==> src/rtl/fetch_pkg.sv <==
// Shared types and sizing for the instruction fetch controller.
// Defining FETCH_PREFETCH_EN selects a two-deep prefetch; otherwise one request is in flight.
package fetch_pkg;

    localparam int unsigned XLEN = 32;
    localparam int unsigned ILEN = 32;
    localparam logic [XLEN-1:0] DEFAULT_RESET_PC = 32'h0000_0000;

`ifdef FETCH_PREFETCH_EN
    localparam int unsigned FETCH_DEPTH = 2;
`else
    localparam int unsigned FETCH_DEPTH = 1;
`endif

    localparam int unsigned OCC_W = $clog2(FETCH_DEPTH + 1);
    localparam int unsigned CNT_W = 2;

    typedef struct packed {
        logic [ILEN-1:0] ins;
        logic [XLEN-1:0] pc;
    } fetch_entry_t;

    typedef enum logic [1:0] {
        ST_IDLE = 2'd0,
        ST_REQ  = 2'd1,
        ST_WAIT = 2'd2
    } fetch_state_e;

endpackage

==> src/rtl/fetch_buffer.sv <==
// Small FIFO of fetched {instruction, pc} entries; flush empties it and wins over push/pop.
module fetch_buffer
    import fetch_pkg::*;
#(
    parameter int unsigned DEPTH = 2
) (
    input  logic                         clk,
    input  logic                         rst_n,
    input  logic                         push,
    input  fetch_entry_t                 push_entry,
    input  logic                         pop,
    input  logic                         flush,
    output fetch_entry_t                 head,
    output logic                         full,
    output logic                         empty,
    output logic [$clog2(DEPTH+1)-1:0]   count
);

    localparam int unsigned PW = (DEPTH > 1) ? $clog2(DEPTH) : 1;
    localparam int unsigned CW = $clog2(DEPTH + 1);

    fetch_entry_t  mem [DEPTH];
    logic [PW-1:0] rd_ptr;
    logic [PW-1:0] wr_ptr;
    logic          do_push;
    logic          do_pop;

    function automatic logic [PW-1:0] ptr_inc(input logic [PW-1:0] p);
        return (p == PW'(DEPTH - 1)) ? '0 : p + PW'(1);
    endfunction

    assign empty   = (count == '0);
    assign full    = (count == CW'(DEPTH));
    assign do_pop  = pop && !empty;
    assign do_push = push && (!full || do_pop);
    assign head    = mem[rd_ptr];

    always_ff @(posedge clk or negedge rst_n) begin
        if (!rst_n) begin
            rd_ptr <= '0;
            wr_ptr <= '0;
            count  <= '0;
            for (int i = 0; i < int'(DEPTH); i++) begin
                mem[i] <= '0;
            end
        end else if (flush) begin
            rd_ptr <= '0;
            wr_ptr <= '0;
            count  <= '0;
        end else begin
            if (do_push) begin
                mem[wr_ptr] <= push_entry;
                wr_ptr      <= ptr_inc(wr_ptr);
            end
            if (do_pop) begin
                rd_ptr <= ptr_inc(rd_ptr);
            end
            count <= count + CW'(do_push) - CW'(do_pop);
        end
    end

endmodule

==> src/rtl/fetch_controller.sv <==
// Instruction fetch controller: issues in-order memory requests, buffers responses for decode,
// and discards stale responses after a redirect. Depth set by FETCH_PREFETCH_EN (see fetch_pkg).
module fetch_controller
    import fetch_pkg::*;
#(
    parameter logic [XLEN-1:0] RESET_PC = DEFAULT_RESET_PC
) (
    input  logic            clk,
    input  logic            rst_n,
    output logic            imem_req_o,
    output logic [XLEN-1:0] imem_addr_o,
    input  logic            imem_gnt_i,
    input  logic            imem_rvalid_i,
    input  logic [ILEN-1:0] imem_rdata_i,
    input  logic            redirect_i,
    input  logic [XLEN-1:0] redirect_pc_i,
    output logic            id_valid_o,
    output logic [ILEN-1:0] id_ins_o,
    output logic [XLEN-1:0] id_pc_o,
    input  logic            id_ready_i
);

    fetch_state_e    state_q;
    logic            run_q;
    logic            pend_q;
    logic [XLEN-1:0] pend_pc_q;
    logic [XLEN-1:0] resp_pc_q;
    logic [CNT_W-1:0] out_q;
    logic [CNT_W-1:0] disc_q;

    logic [OCC_W-1:0] occ;
    logic             buf_full;
    logic             buf_empty;
    fetch_entry_t     head;
    fetch_entry_t     push_entry;

    logic             xfer;
    logic             gnt_fire;
    logic             req_held;
    logic             drop;
    logic             push;
    logic             can_issue;
    logic [2:0]       slots;
    logic [2:0]       occ_n;
    logic [2:0]       slots_n;
    logic [CNT_W-1:0] out_n;
    logic [XLEN-1:0]  target;

    // Request may use the slot freed by a same-cycle decode transfer; a held request stays up.
    assign imem_req_o = run_q && ((state_q == ST_REQ) || can_issue);

    always_comb begin
        xfer       = !buf_empty && id_ready_i;
        gnt_fire   = imem_req_o && imem_gnt_i;
        req_held   = imem_req_o && !imem_gnt_i;
        drop       = imem_rvalid_i && (disc_q != '0);
        push       = imem_rvalid_i && !drop && !redirect_i && (!buf_full || xfer);
        slots      = 3'(occ) + 3'(out_q) - 3'(xfer);
        can_issue  = (slots < 3'(FETCH_DEPTH));
        out_n      = out_q + CNT_W'(gnt_fire) - CNT_W'(imem_rvalid_i);
        occ_n      = redirect_i ? 3'd0 : 3'(occ) + 3'(push) - 3'(xfer);
        slots_n    = occ_n + 3'(out_n);
        target     = redirect_pc_i & ~XLEN'(3);
        push_entry = '{ins: imem_rdata_i, pc: resp_pc_q};
    end

    fetch_buffer #(
        .DEPTH(FETCH_DEPTH)
    ) u_buffer (
        .clk       (clk),
        .rst_n     (rst_n),
        .push      (push),
        .push_entry(push_entry),
        .pop       (xfer),
        .flush     (redirect_i),
        .head      (head),
        .full      (buf_full),
        .empty     (buf_empty),
        .count     (occ)
    );

    assign id_valid_o = !buf_empty;
    assign id_ins_o   = head.ins;
    assign id_pc_o    = head.pc;

    // Bus-side state, address, and outstanding/discard accounting.
    always_ff @(posedge clk or negedge rst_n) begin
        if (!rst_n) begin
            state_q     <= ST_IDLE;
            run_q       <= 1'b0;
            imem_addr_o <= RESET_PC;
            resp_pc_q   <= RESET_PC;
            pend_q      <= 1'b0;
            pend_pc_q   <= '0;
            out_q       <= '0;
            disc_q      <= '0;
        end else begin
            run_q <= 1'b1;
            out_q <= out_n;

            // Everything still in flight after a redirect belongs to the old stream.
            if (redirect_i) begin
                disc_q <= out_n;
            end else begin
                disc_q <= disc_q - CNT_W'(drop) + CNT_W'(gnt_fire && pend_q);
            end

            if (redirect_i) begin
                pend_q    <= req_held;
                pend_pc_q <= target;
            end else if (gnt_fire) begin
                pend_q <= 1'b0;
            end

            if (redirect_i && !req_held) begin
                imem_addr_o <= target;
            end else if (gnt_fire) begin
                imem_addr_o <= pend_q ? pend_pc_q : imem_addr_o + XLEN'(4);
            end

            if (redirect_i) begin
                resp_pc_q <= target;
            end else if (push) begin
                resp_pc_q <= resp_pc_q + XLEN'(4);
            end

            if (req_held) begin
                state_q <= ST_REQ;
            end else if (slots_n >= 3'(FETCH_DEPTH)) begin
                state_q <= ST_WAIT;
            end else begin
                state_q <= ST_IDLE;
            end
        end
    end

endmodule

==> config.mk <==
export PLATFORM = sky130hd
export DESIGN_NAME = fetch_controller
export DESIGN_NICKNAME = d
export VERILOG_FILES = /design/src/rtl/fetch_pkg.sv /design/src/rtl/fetch_buffer.sv /design/src/rtl/fetch_controller.sv
export SDC_FILE = /design/constraint.sdc
export NUM_CORES = 1
export LEC_CHECK = 0
export BUFFER_PORTS_ARGS = -buffer_cell sky130_fd_sc_hd__buf_4
export CORE_UTILIZATION = 56
export DETAILED_ROUTE_END_ITERATION = 6
export PLACE_DENSITY = 0.81
export SLEW_MARGIN = 20
export SYNTH_ARGS = -nofsm -noshare
export SYNTH_HDL_FRONTEND = slang
export SYNTH_HIERARCHICAL = 1
export SYNTH_SLANG_ARGS = --single-unit
export TNS_END_PERCENT = 30
==> constraint.sdc <==
create_clock -name clk -period 4.1 [get_ports clk]
set_input_delay 0.205 -clock clk [delete_from_list [all_inputs] [get_ports clk]]
set_output_delay 0.205 -clock clk [all_outputs]
set_load 0.05 [all_outputs]
== Word level (Yosys, flattened, before mapping) ==
Cells that the tools add are included.
Word-level totals
  output and inout port bits: 98
  register bits after elaboration: 169
  logic and storage cells: 84
Operators by class
  reduce and logical (&&, ||, !) cells: 28
  magnitude comparators: 5
  $add $sub $neg: 15
  equal/unequal tests: 1
  bitwise logic cells: 1
  multiplexer cells: 21
Operator list (number)
  $mux 32: 5
  $mux 64: 2
  $add 32x3->32 const B: 2
  $bwmux 64: 1
  $logic_and 1x1->1: 13
  $reduce_bool 2->1: 6
  $mux 1: 9
  $mux 2: 3
  $logic_not 1->1: 5
  $add 2x1->2: 2
  $sub 2x1->2: 2
  $add 1x2->3: 1
  $add 3x2->3: 1
  $ge 3x1->1 const B: 1
  $logic_or 1x1->1: 3
  $lt 3x1->1 const B: 1
  $mux 3: 1
  $sub 2x1->3: 1
  $sub 3x1->3: 1
  $add 1x1->1 const B: 2
  $add 1x1->2: 1
  $eq 2x1->1 const B: 1
  $lt 1x1->1 const B: 2
  $reduce_and 2->1: 1
  other kinds (4): 4

== Logic depth before layout (Yosys ltp) ==
Gate-level depths: netlist of run 1.
  word-level depth: 13
  mapped depth: 19
  mapped depth without buffers: 19

== By module ==
The synthesis of run 1 kept the hierarchy.
Modules (own cells, without submodules)
  fetch_controller: seq. area each 2452.4 um2, cells each 605, instances 1, area an instance 5584.1 um2
  fetch_buffer: seq. area each 1626.6 um2, cells each 142, instances 1, area an instance 2748.9 um2

== Least setup slack after synthesis of run 1 ==
Ideal clock, no wire load.
  path kind: reg2reg
  from: reg u_buffer.count
  to: reg state_q[1]
  arrival: 3.772 ns
  buffers on the path: 0
  required time: 3.973 ns
  period minus slack after synthesis: 3.899 ns
  path slack: 0.201 ns
  stages on the path, launching flop included: 20
  path through: dfrtp_1 -> inv_1 -> nand2b_1 -> xnor2_1 -> ha_1 -> inv_1 -> fa_1 -> and3b_1 -> a21oi_4 -> inv_2 -> nand2_1 -> ha_1 -> inv_1 -> ha_1 -> xnor2_1 -> xnor2_1 -> inv_1 -> fa_1 -> xnor2_1 -> a31oi_1
Between the ends
  cells in the longest elaborated chain, start to end: 12
RTL lines
  start, declared: RTL line fetch_buffer.sv:16  | output logic [$clog2(DEPTH+1)-1:0] count
  start signal, assigned: RTL line fetch_buffer.sv:58  | count <= count + CW'(do_push) - CW'(do_pop);
  $add 1x2->3 / $logic_and 1x1->1 (equally long branches): RTL line fetch_controller.sv:58, fetch_controller.sv:53
  $sub 3x1->3 (*): RTL line fetch_controller.sv:58  | slots = 3'(occ) + 3'(out_q) - 3'(xfer);
  $lt 3x1->1 (*): RTL line fetch_controller.sv:59  | can_issue = (slots < 3'(FETCH_DEPTH));
  $logic_or 1x1->1 (*): RTL line fetch_controller.sv:50  | assign imem_req_o = run_q && ((state_q == ST_REQ) || can_issue);
  $logic_and 1x1->1 (*): RTL line fetch_controller.sv:50
  named net imem_req_o: RTL line fetch_controller.sv:10  | output logic imem_req_o,
  $logic_and 1x1->1 (*): RTL line fetch_controller.sv:54  | gnt_fire = imem_req_o && imem_gnt_i;
  $add 2x1->2 (*): RTL line fetch_controller.sv:60  | out_n = out_q + CNT_W'(gnt_fire) - CNT_W'(imem_rvalid_i);
  $sub 2x1->2 (*): RTL line fetch_controller.sv:60
  named net out_n[1]: RTL line fetch_controller.sv:46  | logic [CNT_W-1:0] out_n;
  $add 3x2->3 (*): RTL line fetch_controller.sv:62  | slots_n = occ_n + 3'(out_n);
  $ge 3x1->1 (*): RTL line fetch_controller.sv:129  | end else if (slots_n >= 3'(FETCH_DEPTH)) begin
  $mux 2 (*): RTL line fetch_controller.sv:129
  $mux 2 (*): RTL line fetch_controller.sv:127  | if (req_held) begin
  end signal, assigned: RTL line fetch_controller.sv:128  | state_q <= ST_REQ;
  end signal, assigned: RTL line fetch_controller.sv:130  | state_q <= ST_WAIT;
  end signal, assigned: RTL line fetch_controller.sv:132  | state_q <= ST_IDLE;
  end, declared: RTL line fetch_controller.sv:23  | fetch_state_e state_q;
Mark *: on every way through the listed nets, which the timed path passes. The rest lies on a longest branch.
A chain may end at the register's enable or synchronous reset.

== Final worst setup path of run 1 ==
  from: reg u_buffer.count
  to: reg state_q[1]
Between the ends
  cells in the longest elaborated chain, start to end: 12
RTL lines (RTL line)
  $add 1x2->3 / $logic_and 1x1->1 (equally long branches): fetch_controller.sv:58, fetch_controller.sv:53
  $sub 3x1->3 (*): fetch_controller.sv:58
  $lt 3x1->1 (*): fetch_controller.sv:59
  $logic_or 1x1->1 (*): fetch_controller.sv:50
  $logic_and 1x1->1 (*): fetch_controller.sv:50
  $logic_and 1x1->1 (*): fetch_controller.sv:54
  $add 2x1->2 (*): fetch_controller.sv:60
  $sub 2x1->2 (*): fetch_controller.sv:60
  named net out_n[1]: fetch_controller.sv:46
  $add 3x2->3 (*): fetch_controller.sv:62
  $ge 3x1->1 (*): fetch_controller.sv:129
  $mux 2 (*): fetch_controller.sv:129
  $mux 2 (*): fetch_controller.sv:127
Marked as above.

==> results of run 1 <==
[report_power, final]
group	switching (uW)	internal [uW]	leakage, uW	total [uW]
Sequential	457	2110	0.00197	2570
Clock	692	873	0.000282	1570
Combinational	2330	1360	0.00246	3690
[cells by family (layout without fill, tap and decap cells)]
| family | Yosys count | count (layout) | share of synthesized area, % |
|---|---|---|---|
| AO/OA/AOI/OAI | 146 | 146 | 11.6 |
| XOR/XNOR | 47 | 47 | 5.03 |
| adder cells (fa/ha/maj) | 13 | 13 | 2.13 |
| buffers and inverters | 90 | 259 | 5.68 |
| flip-flops | 163 | 163 | 48.9 |
| multiplexers | 79 | 79 | 13.4 |
| other | 2 | 5 | 0.0901 |
| AND/OR/NAND/NOR | 207 | 207 | 13.1 |
[flip-flops by register name (all words and copies together) (netlist names)]
| name | count |
|---|---|
| disc_q | 2 |
| imem_addr_o | 30 |
| out_q | 2 |
| pend_pc_q | 30 |
| pend_q | 1 |
| resp_pc_q | 30 |
| run_q | 1 |
| state_q | 2 |
| u_buffer/count | 1 |
| u_buffer/mem | 64 |
[through the flow]
| stage | cells | hold WS [ns] | total power, uW | utilization, % |
|---|---|---|---|---|
| final | 1103 | 0.0117 | 7820 | 70.6 |
| after global routing | 1103 | 0.00410 | 8200 | 70.6 |
| after CTS | 1103 | 0.00000733 | 7860 | 70.5 |
| after detailed placement | 1069 | 0.378 | 6270 | 66.3 |
| after global placement | 1069 | 0.367 | 6190 | 66.3 |
| after floorplan | 750 | -0.0906 | 5170 | - |
[cell usage after synthesis, types with 7 or more instances]
master,n
mux2_4,60
a31oi_1,9
nor2_1,31
nand4_1,24
and3_1,9
ha_1,11
a21oi_1,16
and4_1,9
o211ai_1,7
buf_2,12
nor3_1,12
clkbuf_1,18
o21ai_0,49
nand3_1,25
inv_1,48
nand2_1,60
o21ai_1,11
xnor2_1,24
a222oi_1,8
xor2_1,22
dfrtp_1,163
mux2_2,13
[layer usage]
layer,share of wire (%),vias to the layer above
met5,0,-
met4,1.7,0
met3,10,34
met2,46,317
met1,42,3125
li1,-,2993
[cell type report]
class / count / share of cell area, %
clock buffer: 18 / 4.28
clock inverter: 14 / 1.43
inverter: 49 / 1.79
multi-input combinational: 497 / 37.1
sequential: 163 / 39.8
tap: 184 / 2.25
timing repair buffer: 178 / 13.4
[final timing paths]
path | startpoint | end | cells after the start
setup reg to reg | u_buffer/count | state_q[1] | 19
max in group asynchronous | rst_n | u_buffer/mem[2] | 3
min in group asynchronous | rst_n | u_buffer/mem[20] | 2
hold / removal | redirect_pc_i[17] | pend_pc_q[17] | 2
hold reg to reg | pend_pc_q[22] | pend_pc_q[22] | 1
setup / recovery | u_buffer/count | state_q[1] | 19
[timing repair]
action                                 CTS  global route
endpoints found under the hold margin   99             0
setup endpoints to repair                0             1
gates resized for setup                  0             1
hold buffers                             2             0
==> impl_metrics.py, run 1 <==
metrics = {
    "synth": {
        "yosys_warnings": 6,
        "yosysSeqAreaShare_pct": 48.9,
        "synth_area_per_cell_um2": 11.2,
        "ys_types": 74,
        "synth_area_leaders": "dfrtp_1, mux2_4, o21ai_0",
        "async_reset_ff_share_pct": 100,
        "synth_top_cell_by_area": "dfrtp_1",
        "ys.flop_type": "dfrtp_1",
        "synth_edf_count": 0,
        "ys_ff_latch": 163,
        "netlist_area_um2": 8330,
        "synth_top_cell_area_share_pct": 48.9,
        "synthesis.instances": 747,
    },
    "timing": {
        "drv_slew": 0,
        "finalSetupTns_ns": 0,
        "hold_violations": 0,
        "period_needed_ns": 3.81,
        "clock_skew_ns": 0.0158,
        "rsz0062_at_grt": "false",
        "tightestPinTransition_ns": 0.920,
        "worst_slack_ns": 0.293,
        "relSlewSlack_pct": 38.7,
        "finalSetupViolCount": 0,
        "min_period_over_period_pct": 92.9,
        "fmax_ghz": 0.263,
    },
    "global_routing": {
        "gr-usage-met2_pct": 42.9,
        "grt_pass1_vias": 6135,
        "grt_busiest_layer": "met2",
        "met3_usage_pct": 6.41,
        "grtUsageMet1_pct": 36.8,
        "overflow": 0,
        "antenna_found_initial": 1,
        "grt_max_degree": 101,
        "track_usage_pct": 27.0,
        "grt_pass1_wl_um": 31300,
    },
    "worst_setup_path": {
        "crit_path_start_kind": "flip-flop",
        "r2r_slack_ns": 0.29,
        "crit_slowest_cell": "fa_1",
        "crit_arrival_ns": 4.12,
        "cp_common_cell": "inv_1",
        "path_cells": "inv_1, nand2b_1, xnor2_1, ha_1, inv_1, fa_1, and3b_1, a21oi_4, inv_2, nand2_1, ha_1, inv_1, ha_1, xnor2_1, xnor2_1, inv_1, fa_1, xnor2_2, a31oi_1",
        "path_buf_inv": 5,
        "crit_type": "reg -> reg",
        "cp_top_family": "adder cells",
        "cp.required_ns": 4.41,
        "cp_max_fo": 8,
        "max_stage_delay_ns": 0.48,
        "end_kind": "flip-flop",
    },
    "floorplan": {
        "die_area_um2": 15400,
        "start_util_pct": 57.3,
        "io_pins": 168,
        "fp-row-count": 44,
        "fp.dieH_um": 124,
        "die_x_um": 124,
        "core_um2": 14500,
    },
    "clock_tree": {
        "post-cts-setup-buffers": 0,
        "cts_buffers": 17,
        "numClockSinks": 163,
        "clock_path_buffers": 2,
        "clockRootBuffer": "clkbuf_16",
        "insertion_delay_ns": 0.43,
        "cts.clk_slew.worst_paths_ns": 0.07,
        "cts.htree.levels": 4,
        "cts_tree": "done",
    },
    "placed_design": {
        "port-buffer-count": 163,
        "globalplace.congestion": 0.966,
        "place_hpwl_um": 14100,
        "dp_slack_ns": 0.312,
        "dpl_cell_area_um2": 9640,
    },
    "final_layout": {
        "final_cell_mix": "buf_4, dfrtp_1, nand2_1, mux2_4, o21ai_0",
        "design_area_um2": 10300,
        "final_common_cell": "buf_4",
        "syn2layout_area_growth_pct": 23.1,
        "layout.nets": 989,
        "fillCellCount": 1100,
        "n_antenna_cell": 0,
        "drive_gt1_share_pct": 32.6,
        "regArea_um2": 4080,
        "multi_input_area_um2": 3810,
    },
    "drt": {
        "post_drt_via_cell_ratio": 5.86,
        "drtIter0Drc": 617,
        "firstDrtPassIters": 6,
        "ant_nets": 0,
        "wl_per_cell_um": 18.2,
        "route.vias.total": 6469,
        "wl_um": 20100,
        "drcViolationCount": 0,
    },
    "status": {
        "status": "complete, no violations",
    },
    "flow_run": {
        "drv_cap": 0,
    },
    "pwr": {
        "power_leakage_uw": 0.00472,
        "peakVddDrop_uv": 501,
        "cellPowerDensity_nw_per_um2": 763,
    },
    "hold_path": {
        "hp-class": "in -> reg",
    },
}
Power figures use the tool's default switching activity.
==> inputs of run 2 (changes only) <==
==> constraint.sdc (replaced) <==
create_clock -name clk -period 4.1 [get_ports clk]
set_input_delay 0.82 -clock clk [delete_from_list [all_inputs] [get_ports clk]]
set_output_delay 0.82 -clock clk [all_outputs]
set_load 0.05 [all_outputs]
==> run 2 against run 1 <==
Compared with the run above:
- final area rose by 0.20%
- utilization rose by 0.14 points
- clock-buffer cell count increased by 4
- via count increased by 0.93%
- register-to-register slack improved by 0.13 ns
- first-iteration DRC count rose by 16%
- sequential power barely moved
- power up 0.53%
==> impl_metrics.py, run 2 (synthesis results as in run 1) <==
metrics = {
    "clock_tree": {
        "clock_path_buffers": 2,
        "cts.htree.levels": 4,
        "cts_buffers": 17,
        "cts_tree": "done",
        "ctsHoldBuffers": 0,
        "numClockSinks": 163,
        "post-cts-setup-buffers": 0,
        "cts_resized": 0,
        "clockRootBuffer": "clkbuf_16",
        "insertion_delay_ns": 0.42,
        "cts.clk_slew.worst_paths_ns": 0.06,
    },
    "pwr": {
        "peakVddDrop_uv": 672,
        "p_sw_share_pct": 43.5,
        "p_seq_share_pct": 33.0,
        "clockPowerShare_pct": 19.9,
        "p_switching_uw": 3420,
        "cellInternalPower_uw": 4440,
        "cellPowerDensity_nw_per_um2": 766,
        "comb_power_share_pct": 47.0,
        "power_leakage_uw": 0.00473,
    },
    "final_layout": {
        "multi_input_area_um2": 3800,
        "final_cell_mix": "buf_4, dfrtp_1, nand2_1, mux2_4, o21ai_0",
        "syn2layout_area_growth_pct": 23.3,
        "regArea_um2": 4080,
        "largest_reg_flops": 64,
        "layout.nets": 994,
        "fillCellCount": 1059,
        "largest_register": "u_buffer/mem",
        "final_common_cell": "buf_4",
        "drive_gt1_share_pct": 32.6,
        "n_antenna_cell": 0,
    },
    "status": {
        "status": "complete, no violations",
    },
    "timing": {
        "worst_slack_ns": 0.427,
        "relSlewSlack_pct": 41.0,
        "finalSetupViolCount": 0,
        "hold_violations": 0,
        "fmax_ghz": 0.272,
        "clock_skew_ns": 0.00335,
        "drv_slew": 0,
        "min_period_over_period_pct": 89.6,
        "rsz0062_at_grt": "false",
        "tightestPinTransition_ns": 0.885,
        "timing.hold.ws_ns": 0.467,
        "period_needed_ns": 3.67,
    },
    "flow_run": {
        "drv_cap": 0,
    },
    "hold_path": {
        "hp-class": "in -> async",
    },
    "floorplan": {
        "die_x_um": 124,
        "core_um2": 14500,
        "fp-row-count": 44,
        "die_area_um2": 15400,
        "io_pins": 168,
        "fp.dieH_um": 124,
        "start_util_pct": 57.3,
    },
    "worst_setup_path": {
        "crit_type": "in -> reg",
        "crit_arrival_ns": 3.98,
        "r2r_cells": 19,
        "cp.required_ns": 4.40,
        "cp_max_fo": 3,
        "crit_path_start_kind": "input pin",
        "r2r_slack_ns": 0.43,
        "reg2reg_from": "u_buffer/count",
        "end_kind": "flip-flop",
        "reg2reg_to": "state_q[1]",
    },
    "drt": {
        "wl_per_cell_um": 18.5,
        "post_drt_via_cell_ratio": 5.89,
        "route.vias.total": 6529,
        "wl_um": 20500,
        "drtIter0Drc": 718,
        "ant_nets": 0,
        "firstDrtPassIters": 7,
        "drcViolationCount": 0,
    },
    "placed_design": {
        "place_hpwl_um": 14300,
        "globalplace.congestion": 0.946,
        "port-buffer-count": 163,
        "dp_slack_ns": -0.0275,
    },
    "global_routing": {
        "grt_pass1_wl_um": 31900,
        "track_usage_pct": 27.5,
        "overflow": 0,
        "grt_pass1_vias": 6291,
        "antenna_found_initial": 0,
        "grt_max_degree": 97,
    },
}
## run 2: cell type report
cell class	count	share of cell area [%]
Inverter	49	1.81
Tap cell	184	2.24
Sequential cell	163	39.7
Clock inverter	10	1.30
Multi-Input combinational cell	497	37.0
Timing Repair Buffer	183	13.7
Clock buffer	22	4.32
## run 2: worst max-delay path by stage
stage	cells past startpoint	from	end	slack [ns]
3_5_place_dp	19	id_ready_i	state_q[1]	-0.03
5_1_grt	19	u_buffer/count	state_q[1]	0.23
6_report	19	id_ready_i	state_q[1]	0.43
4_1_cts	19	u_buffer/count	state_q[1]	0.39
3_3_place_gp	19	id_ready_i	state_q[1]	0.13
2_1_floorplan	18	id_ready_i	state_q[1]	0.01
## run 2: metal layers
metal | routed length (um) | vias to the layer above | GRT usage (%)
met3 | 2110 | 32 | 7.14
met4 | 290 | 0 | 8.93
met2 | 9580 | 346 | 43.4
met5 | 0 | - | 0
li1 | - | 3005 | -
met1 | 8530 | 3146 | 37.1
## run 2: power groups by stage
stage               registers (uW)  logic [uW]  clock network, uW
finish                        2600        3700               1570
global route                  2670        3910               1660
CTS                           2590        3710               1600
detailed placement            2610        3690                  0
global placement              2580        3630                  0
floorplan                     3940        1230                  0
## run 2: critical path, cell delays in order
cell and delay, ns:
buf_4 0.11, nand2b_1 0.10, xnor2_1 0.15, ha_1 0.17
inv_1 0.05, fa_1 0.51, and3b_1 0.22, a21oi_4 0.08
inv_4 0.06, nand2_1 0.05, ha_1 0.27, inv_1 0.04
ha_1 0.17, xnor2_1 0.18, xnor2_1 0.18, inv_1 0.10
fa_1 0.44, xnor2_1 0.18, a31oi_1 0.10
## run 2: stage by stage
| step | area, um2 | utilization [%] | instances | TNS, ns | power, uW |
|---|---|---|---|---|---|
| floorplan | 8350 | - | 750 | 0 | 5170 |
| global placement | 9700 | 66.7 | 1076 | 0 | 6210 |
| detailed placement | 9700 | 66.7 | 1076 | -0.0275 | 6300 |
| CTS | 10300 | 70.7 | 1108 | 0 | 7900 |
| global route | 10300 | 70.7 | 1108 | 0 | 8240 |
| finish | 10300 | 70.7 | 1108 | 0 | 7870 |
==> inputs of run 3 (changes only) <==
ABC_AREA = 1   (was not set)
PLACE_DENSITY = 0.8   (was 0.81)
==> run 3 against run 2 <==
Compared with the run above:
- clock power grew 6%
- clock skew rose by 0.0054 ns
- final area is 6.4% higher
- critical path depth is 4 higher
==> impl_metrics.py, run 3 <==
metrics = {
    "placed_design": {
        "dpl_cell_area_um2": 10300,
        "dp.cells": 1578,
        "place_hpwl_um": 16700,
        "port-buffer-count": 163,
        "globalplace.congestion": 0.925,
    },
    "global_routing": {
        "track_usage_pct": 30.4,
        "overflow": 0,
        "antenna_found_initial": 0,
        "grt_pass1_vias": 7945,
        "grt_max_degree": 81,
        "grt_pass1_wl_um": 39300,
    },
    "synth": {
        "synth_edf_count": 0,
        "ys.flop_type": "dfrtp_1",
        "synth_area_per_cell_um2": 7.27,
        "ys_ff_latch": 163,
        "yosysSeqAreaShare_pct": 45.3,
        "synth.most_common_cell": "nand2_1",
        "synthesis.instances": 1239,
        "synth_top_cell_by_area": "dfrtp_1",
        "yosys_warnings": 6,
        "synth_area_leaders": "dfrtp_1, nand2_1, nand3_1",
        "async_reset_ff_share_pct": 100,
        "synthTopCellsByCount": "nand2_1, dfrtp_1, nand3_1",
        "netlist_area_um2": 9000,
        "ys_types": 38,
        "synth_top_cell_area_share_pct": 45.3,
    },
    "timing": {
        "tightestPinTransition_ns": 0.748,
        "finalSetupTns_ns": 0,
        "period_needed_ns": 3.76,
        "timing.hold.ws_ns": 0.399,
        "clock_skew_ns": 0.00876,
        "min_period_over_period_pct": 91.7,
        "drv_slew": 0,
        "rsz0062_at_grt": "false",
        "relSlewSlack_pct": 50.1,
        "hold_violations": 0,
        "fmax_ghz": 0.266,
        "finalSetupViolCount": 0,
    },
    "drt": {
        "post_drt_via_cell_ratio": 5.30,
        "firstDrtPassIters": 5,
        "drtIter0Drc": 816,
        "wl_um": 24000,
        "drcViolationCount": 0,
        "ant_nets": 0,
        "wl_per_cell_um": 14.9,
        "route.vias.total": 8530,
    },
    "final_layout": {
        "largest_register": "u_buffer/mem",
        "multi_input_area_um2": 4200,
        "syn2layout_area_growth_pct": 21.4,
        "fillCellCount": 1360,
        "largest_reg_flops": 64,
        "final_core_util_pct": 70.9,
        "design_area_um2": 10900,
        "n_antenna_cell": 0,
        "final_common_cell": "nand2_1",
        "final_cell_mix": "nand2_1, buf_4, dfrtp_1, nand3_1, nor2_1",
        "fin_cells": 1610,
        "regArea_um2": 4080,
        "drive_gt1_share_pct": 17.4,
        "layout.nets": 1469,
    },
    "worst_setup_path": {
        "cp_max_fo": 3,
        "crit_type": "reg -> reg",
        "cp.required_ns": 4.41,
        "crit_path_start_kind": "flip-flop",
        "end_kind": "flip-flop",
        "crit_arrival_ns": 4.08,
        "r2r_slack_ns": 0.34,
    },
    "floorplan": {
        "fp-row-count": 45,
        "die_area_um2": 16600,
        "start_util_pct": 58.4,
        "die_x_um": 129,
        "core_um2": 15400,
        "fp.dieH_um": 129,
        "io_pins": 168,
    },
    "clock_tree": {
        "cts_tree": "done",
        "cts_buffers": 17,
        "cts.clk_slew.worst_paths_ns": 0.06,
        "ctsHoldBuffers": 0,
        "post-cts-setup-buffers": 0,
        "clock_path_buffers": 2,
        "insertion_delay_ns": 0.43,
        "numClockSinks": 163,
        "clockRootBuffer": "clkbuf_16",
        "cts.htree.levels": 4,
    },
    "pwr": {
        "power_leakage_uw": 0.00575,
        "peakVddDrop_uv": 488,
        "cellPowerDensity_nw_per_um2": 777,
    },
    "hold_path": {
        "hp-class": "in -> async",
    },
    "status": {
        "status": "complete, no violations",
    },
    "flow_run": {
        "drv_cap": 0,
    },
}
==> run 3: changes by cell type after synthesis, moves of 10 or more <==
cell / before / now
nand3_1: 25 / 141
nor2_2: 0 / 10
nand4_1: 24 / 7
nor2_1: 31 / 130
a21oi_1: 16 / 42
xnor2_1: 24 / 7
mux2_4: 60 / 0
inv_1: 48 / 109
mux2_2: 13 / 0
o21ai_0: 49 / 29
nand2_1: 60 / 455
==> run 3: repair_timing <==
action,in CTS,in global routing
setup endpoints to repair,0,1
resized for setup,0,1
hold endpoints to repair,0,0
==> run 3: where the power goes <==
part           internal (uW)  switching (uW)  total [uW]
combinational           1220            2880        4100
clock                   1010             658        1660
sequential              2160             568        2730
total                   4380            4110        8500
==> run 3: metal layers <==
metal	part of all wire (%)	vias to the layer above	global-route usage [%]
li1	-	4189	-
met1	43	3948	40.5
met2	47	354	50.8
met3	7.7	39	5.53
met4	2.0	0	9.13
met5	0	-	0
==> run 3: cell type report <==
cell class / count / area share, %
sequential: 163 / 37.3
inverter: 113 / 3.95
tap: 211 / 2.42
clock buffer: 20 / 4.27
clock inverter: 12 / 1.41
timing repair buffer: 177 / 12.2
multi-input combinational: 914 / 38.5
==> run 3: cells by family (layout without fill, tap and decap cells) <==
| group | Yosys count | after routing | synth area share [%] |
|---|---|---|---|
| xor gates and xnor gates | 22 | 22 | 2.14 |
| and+or+nand+nor | 776 | 776 | 36.1 |
| AOI/OAI and AO/OA | 98 | 98 | 6.07 |
| adders and majority gates | 13 | 13 | 1.97 |
| other | 2 | 5 | 0.0834 |
| DFF | 163 | 163 | 45.3 |
| buffers and inverters | 165 | 322 | 8.31 |
==> run 3: path summary, 6_finish.rpt <==
| check | from | to | cells past startpoint |
|---|---|---|---|
| min in group clk | u_buffer/mem[51] | u_buffer/mem[51] | 2 |
| worst min register to register | u_buffer/mem[51] | u_buffer/mem[51] | 2 |
| worst max-delay path | u_buffer/count | state_q[1] | 23 |
| max in group asynchronous | rst_n | u_buffer/mem[35] | 2 |
| worst max register to register | u_buffer/count | state_q[1] | 23 |
| worst min-delay path | rst_n | u_buffer/mem[42] | 1 |
==> run 3: worst max-delay path, stage by stage, from the launching register on <==
cell,delay (ns)
dfrtp_1,0.37
inv_1,0.09
clkinvlp_4,0.09
nand2_2,0.08
xnor2_1,0.12
ha_1,0.16
inv_1,0.05
fa_1,0.47
inv_1,0.04
nor2_1,0.07
nand3_1,0.09
nand2_2,0.10
nand2_1,0.10
clkinvlp_4,0.09
nand2_1,0.05
ha_1,0.26
inv_1,0.04
ha_1,0.20
xnor2_2,0.19
inv_1,0.09
fa_1,0.55
nand3b_1,0.08
o21ai_0,0.18
inv_1,0.06
==> run 3: metrics by stage <==
step | total power [uW] | worst slack [ns]
after floorplan | 5550 | 0.00461
after global placement | 6730 | 0.0993
after detailed placement | 6810 | -0.0250
after CTS | 8500 | 0.318
after global routing | 8990 | 0.0268
final | 8500 | 0.339
